===== src/rtl/store_rmw_sequencer.sv =====
// Multicycle store sequencer: read-modify-write for sb/sh/sw, direct write for sd.
// Define MISALIGN_TRAP_EN to reject misaligned sh/sw/sd with st_err.
`timescale 1ns/1ps

module store_rmw_sequencer #(
  parameter int RD_LAT = 1
) (
  input  logic        clk,
  input  logic        reset,
  input  logic        st_start,
  input  logic [2:0]  st_funct3,
  input  logic [63:0] st_addr,
  input  logic [63:0] st_data,
  output logic        st_busy,
  output logic        st_done,
  output logic        st_err,
  output logic [63:0] mem_addr,
  output logic        mem_rd,
  output logic        mem_wr,
  output logic [63:0] mem_wdata,
  input  logic [63:0] mem_rdata
);

  typedef enum logic [2:0] {
    IDLE,
    RD_REQ,
    RD_WAIT,
    WR,
    DONE
  } state_t;

  localparam logic [2:0] LAT = 3'(RD_LAT);

  state_t      state;
  logic [1:0]  size_q;
  logic [2:0]  off_q;
  logic [31:0] data_q;
  logic [2:0]  cnt;

  logic        mis;
  logic        reject;
  logic [63:0] aligned;
  logic [7:0]  be;
  logic [63:0] rep;
  logic [63:0] merged;

  assign aligned = {st_addr[63:3], 3'b000};

`ifdef MISALIGN_TRAP_EN
  always_comb begin
    mis = 1'b0;
    unique case (st_funct3)
      3'b001:  mis = st_addr[0];
      3'b010:  mis = |st_addr[1:0];
      3'b011:  mis = |st_addr[2:0];
      default: mis = 1'b0;
    endcase
  end
`else
  assign mis = 1'b0;
`endif

  assign reject = st_funct3[2] | mis;

  // Narrow source data is replicated so every lane offers the right byte.
  always_comb begin
    be  = '0;
    rep = '0;
    unique case (size_q)
      2'b00: begin
        be[off_q] = 1'b1;
        rep = {8{data_q[7:0]}};
      end
      2'b01: begin
        be[{off_q[2:1], 1'b0} +: 2] = 2'b11;
        rep = {4{data_q[15:0]}};
      end
      2'b10: begin
        be[{off_q[2], 2'b00} +: 4] = 4'hf;
        rep = {2{data_q[31:0]}};
      end
      default: begin
        be  = 8'hff;
        rep = {2{data_q[31:0]}};
      end
    endcase
  end

  always_comb begin
    merged = mem_rdata;
    for (int k = 0; k < 8; k++) begin
      if (be[k]) merged[8*k +: 8] = rep[8*k +: 8];
    end
  end

  always_ff @(posedge clk or posedge reset) begin
    if (reset) begin
      state     <= IDLE;
      size_q    <= '0;
      off_q     <= '0;
      data_q    <= '0;
      cnt       <= '0;
      st_busy   <= 1'b0;
      st_done   <= 1'b0;
      st_err    <= 1'b0;
      mem_addr  <= '0;
      mem_rd    <= 1'b0;
      mem_wr    <= 1'b0;
      mem_wdata <= '0;
    end else begin
      mem_rd  <= 1'b0;
      mem_wr  <= 1'b0;
      st_done <= 1'b0;
      st_err  <= 1'b0;
      unique case (state)
        IDLE: begin
          if (st_start) begin
            size_q  <= st_funct3[1:0];
            off_q   <= st_addr[2:0];
            data_q  <= st_data[31:0];
            st_busy <= 1'b1;
            if (reject) begin
              state   <= DONE;
              st_done <= 1'b1;
              st_err  <= 1'b1;
            end else if (st_funct3[1:0] == 2'b11) begin
              state     <= WR;
              mem_wr    <= 1'b1;
              mem_addr  <= aligned;
              mem_wdata <= st_data;
            end else begin
              state    <= RD_REQ;
              mem_rd   <= 1'b1;
              mem_addr <= aligned;
            end
          end
        end
        RD_REQ: begin
          cnt   <= LAT;
          state <= RD_WAIT;
        end
        RD_WAIT: begin
          cnt <= 3'(cnt - 3'd1);
          if (cnt == 3'd1) begin
            mem_wdata <= merged;
            mem_wr    <= 1'b1;
            state     <= WR;
          end
        end
        WR: begin
          st_done <= 1'b1;
          state   <= DONE;
        end
        DONE: begin
          st_busy <= 1'b0;
          state   <= IDLE;
        end
        default: begin
          st_busy <= 1'b0;
          state   <= IDLE;
        end
      endcase
    end
  end

endmodule


===== config.mk =====
export PLATFORM = sky130hd
export DESIGN_NAME = store_rmw_sequencer
export DESIGN_NICKNAME = d
export VERILOG_FILES = /design/src/rtl/store_rmw_sequencer.sv
export SDC_FILE = /design/constraint.sdc
export NUM_CORES = 1
export LEC_CHECK = 0
export BUFFER_PORTS_ARGS = -buffer_cell sky130_fd_sc_hd__buf_2
export CAP_MARGIN = 40
export CORE_UTILIZATION = 53
export CTS_BUF_LIST = sky130_fd_sc_hd__clkbuf_16
export CTS_CLUSTER_DIAMETER = 120
export DETAILED_ROUTE_END_ITERATION = 8
export PLACE_DENSITY = 0.9
export SLEW_MARGIN = 25
export SYNTH_ARGS = -nofsm -noshare
export SYNTH_HDL_FRONTEND = slang
export SYNTH_SLANG_ARGS = --single-unit

===== constraint.sdc =====
create_clock -name clk -period 14.73 [get_ports clk]
set_input_delay 1.473 -clock clk [delete_from_list [all_inputs] [get_ports clk]]
set_output_delay 1.473 -clock clk [all_outputs]
set_load 0.01 [all_outputs]

[Yosys cells after proc, flatten, opt, wreduce, memory -nomap -nowiden]
Index checks and enable logic that the tools add are counted.
Word-level totals
  flip-flop bits (word level): 173
  output and inout port bits: 133
  word-level logic and storage cells: 85
  bits of input ports: 198
Operators by class
  order comparisons: 2
  multiplexer cells: 38
  reduce and logical (&&, ||, !) cells: 11
  add/sub/neg operators: 3
  bitwise logic cells: 4
  eq/ne operators: 11
  shifts and indexed selects: 4
Operators by type and width (count)
  2-to-1 mux 64 bit: 4
  one-hot mux 64 bit (2 select lines): 2
  2-to-1 mux 8 bit: 8
  one-hot mux 8 bit (3 select lines): 1
  AND 8 bit: 2
  2-to-1 mux 1 bit: 13
  one-hot mux 3 bit (4 select lines): 1
  negator 3 -> 5 bit: 2
  2-to-1 mux 3 bit: 3
  inequality test 2 bit (second input constant): 4
  variable shift 2 x 5 -> 8 bit (first input constant): 1
  variable shift 4 x 5 -> 8 bit (first input constant): 1
  indexed part select 2 x 5 -> 8 bit (first input constant): 1
  indexed part select 4 x 5 -> 8 bit (first input constant): 1
  == test 3 x 1 -> 1 bit (second input constant): 2
  == test 3 x 2 -> 1 bit (second input constant): 2
  one-hot mux 1 bit (2 select lines): 3
  one-hot mux 3 bit (2 select lines): 1
  AND reduction 2 bit: 3
  AND reduction 5 bit: 1
  == test 2 bit (second input constant): 2
  less-than comparator 3 x 4 -> 1 bit (second input constant): 1
  nonzero test 2 bit: 2
  demux 1 bit (select 3 bit): 1
  other kinds (10): 11

[Logic depth before layout (Yosys ltp)]
  word-level depth: 8
  depth in mapped cells: 10
  depth with buffers taken out: 8

[Least setup slack after synthesis]
OpenSTA, ideal clock, no wires.
  path kind: input -> register
  start point: input st_start
  end point: register mem_addr[12]
  arrival time: 2.794 ns
  cell stages on the path: 5
  path slack: 11.811 ns
  buffers on the path: 2
  data required time: 14.605 ns
  setup time: 0.125 ns
  cells stage by stage: or4b_4 -> buf_2 -> nor2_4 -> buf_4 -> mux2_2
On the way
  longest elaborated chain between the ends: 1
Ends and longest elaborated chain
  start, declared: line 10  | input logic st_start,
  AND reduction 3 bit (no line)
  end signal, assigned: line 129  | mem_addr <= aligned;
  end signal, assigned: line 134  | mem_addr <= aligned;
  end, declared: line 17  | output logic [63:0] mem_addr,
Every way passes these cells.
A chain may end at the register's enable or synchronous reset.

[Final worst setup path]
  start point: input st_start
  end point: register mem_wdata[55]
On the way
  longest elaborated chain between the ends: 2
Ends and longest elaborated chain
  inequality test 2 bit (no line)
  AND reduction 5 bit (no line)
  end signal, assigned: line 130  | mem_wdata <= st_data;
  end signal, assigned: line 145  | mem_wdata <= merged;
  end, declared: line 20  | output logic [63:0] mem_wdata,
Every way passes these cells.

==> run_results.csv <==
group,metric,value,unit
global_routing,antenna_found_initial,6,
critical_path,crit_path_max_fanout,38,
drt,m1WireLength,10.1,mm
min_path,whs_path_depth,2,
drt,drt-pass1-iter-count,5,
synthesis,synth_top_area_frac,0.505,
global_routing,grt_max_degree,100,
sta,finalSetupViolCount,0,
synthesis,synth_edf_count,0,
sta,min_period,3.91,ns
drt,wl_per_cell,21.3,um
drt,met3_length,2.09,mm
place,dp_hpwl,18.7,mm
power_and_ir_drop,p_per_area,248,nW/um2
power_and_ir_drop,peakVddDrop,0.142,mV
cts,htree_num_levels,4,
critical_path,path_class,"primary input to register",
final_layout,drive_above_1_share,0.562,
job,cap_violations,0,
floorplanning,fp.dieH,129,um
global_routing,grt_pass1_wl,38.5,mm
critical_path,cp.arrival,4.25,ns
final_layout,synthToLayoutAreaGrowth,26.8,%
synthesis,synth-seq-cells,173,
cts,ctsHoldBuffers,0,
synthesis,synth_most_common_cell,"dfrtp_1",
floorplanning,coreArea,15800,um2
critical_path,critPathTopFamily,"simple AND/OR/NAND/NOR gates",
place,gp_congestion,0.810,
floorplanning,die_w,129,um
critical_path,rr_worst_depth,8,
sta,max_slew_margin,0.476,
drt,wl_met2,13.1,mm
sta,setup_slack,10.82,ns
synthesis,ys_dominant_reg_cell,"dfrtp_1",
drt,vias_per_cell,5.61,
place,portBuffers,327,
cts,clkTransAtPathRegs,0.07,ns
critical_path,crit_chain,"buf_2, or4b_4, nor3_2, a21oi_4, inv_2, buf_4, and3_1, a21oi_1, o21ai_0",
min_path,hp-class,"register to register",
critical_path,path_buf_inv,3,
synthesis,syn_area_per_cell,12.4,um2
global_routing,grt_overflow_total,0,
cts,cts_buffers,17,
sta,fin_crit_sh,0.265,
final_layout,final_cells,1228,
drt,wirelength,26.2,mm
sta,worst_clock_skew,0.00903,ns
sta,slew_violations,0,
place,post-place-ws,10.41,ns
drt,drc_errors,0,
sta,finalSetupTns,0,ns
synthesis,async_reset_ff_frac,1.00,
sta,finalHoldViolations,0,
floorplanning,initial_utilization,0.542,
drt,drt_iter0_markers,433,
synthesis,mappedNetlistArea,8570,um2
critical_path,cp_num_cells,9,
global_routing,grt_usage,0.312,
status,outcome,"finished clean",
critical_path,max_stage_delay,0.74,ns
sta,whs,0.483,ns
final_layout,nNetsFinal,1193,
cts,cts_sinks,173,
critical_path,start_kind,"primary input",
power_and_ir_drop,total_power,2.69,mW
cts,clk_latency,0.43,ns
critical_path,required,15.08,ns
critical_path,crit_slowest_cell,"or4b_4",
synthesis,yosysWarnings,0,
cts,post_cts.repair.setup_buffers,0,
final_layout,final_area,10900,um2
global_routing,first_global_vias,6900,
drt,dr.max_layer_used,"met4",
cts,cts_root_buf,"clkbuf_16",
critical_path,end_kind,"register",
floorplanning,die-area,16700,um2
sta,max_freq,0.256,GHz
cts,clockBufferDepth,2,
synthesis,synth_cells,689,
cts,cts_tree,"done",
place,dp_cells,1190,
synthesis,synth.largest_area_cell,"dfrtp_1",
floorplanning,io-pin-count,331,
synthesis,synth_cell_types,40,
sta,tightest_slew,0.786,ns
synthesis,yosysSeqAreaShare,0.505,
synthesis,yosys-top-cells-count,"dfrtp_1 (173), mux2_2 (108), mux2i_1 (72)",
place,placed_area,10300,um2
drt,vias,6887,
final_layout,fin_util,0.687,
synthesis,synth_area_leaders,"dfrtp_1 (51%), mux2_2 (14%), mux2i_1 (8.4%)",
floorplanning,rows,46,
power_and_ir_drop,p_leak,5.34,nW
cts,ctsResizeCount,0,
sta,rsz0062_at_grt,"false",
drt,drtAntennaViolNets,0,
final timing paths:
| path | start | endpoint | slack [ns] |
|---|---|---|---|
| max in group asynchronous | reset | data_q[9] | 12.39 |
| min in group asynchronous | reset | mem_addr[25] | 1.14 |
| worst min register to register | mem_wdata[6] | mem_wdata[6] | 0.48 |
| worst max-delay path | st_start | mem_wdata[55] | 10.82 |
| worst min-delay path | mem_wdata[6] | mem_wdata[6] | 0.48 |
| worst max register to register | state[0] | mem_wdata[55] | 11.30 |
cells by family after synthesis:
logic type | count (synthesis) | synth area share
buffers and inverters | 60 | 0.0429
and+or+nand+nor | 149 | 0.107
other | 1 | 0.000438
muxes | 185 | 0.233
DFF | 173 | 0.505
adders and majority gates | 2 | 0.00292
AOI/OAI and AO/OA | 119 | 0.109
where the power goes:
group	switching, mW	internal (mW)	total, mW
sequential	0.187	0.722	0.908
clock	0.218	0.226	0.444
combinational	0.744	0.598	1.34
tightest hold or removal path: cells and delay by family (launching register included):
family | cells | cell delay (ns)
flops | 1 | 0.34
simple gates | 1 | 0.06
compound gates | 1 | 0.05
per-layer routing:
metal  track usage  vias up
met3        0.0822       51
met1         0.373     3418
met4         0.138        0
met2         0.529      321
met5             0        -
li1              -     3097
placed cells by master, fill, tap and decap left out, types with 4 or more instances in the layout:
cell | netlist | final
o22a_1 | 4 | 4
mux2_1 | 5 | 5
buf_2 | 13 | 327
mux2i_1 | 72 | 72
a21oi_1 | 32 | 31
clkbuf_16 | 0 | 17
inv_1 | 5 | 5
o21ai_1 | 10 | 10
nand3_2 | 39 | 39
inv_8 | 0 | 7
buf_4 | 10 | 7
diode_2 | 0 | 6
and3_1 | 24 | 24
nand2_1 | 55 | 54
nor2b_1 | 4 | 4
o211ai_2 | 39 | 39
mux2_2 | 108 | 108
nor2_1 | 15 | 14
dfrtp_1 | 173 | 173
o21ai_0 | 25 | 25
registers in the layout, indices dropped and copies added, names as in the netlist, 2 cells and up:
register / count
mem_wdata: 64
mem_addr: 61
data_q: 32
cnt: 3
off_q: 3
state: 3
size_q: 2
layout make-up:
cell class / instances / area [um2]
antenna: 6 / 15.0
clock buffer: 17 / 425
clock inverter: 15 / 148
fill: 1125 / 4960
inverter: 6 / 30.0
multi-input combinational: 458 / 3910
sequential: 173 / 4330
tap: 216 / 270
timing repair buffer: 337 / 1750
(Power assumes the default switching activity.)
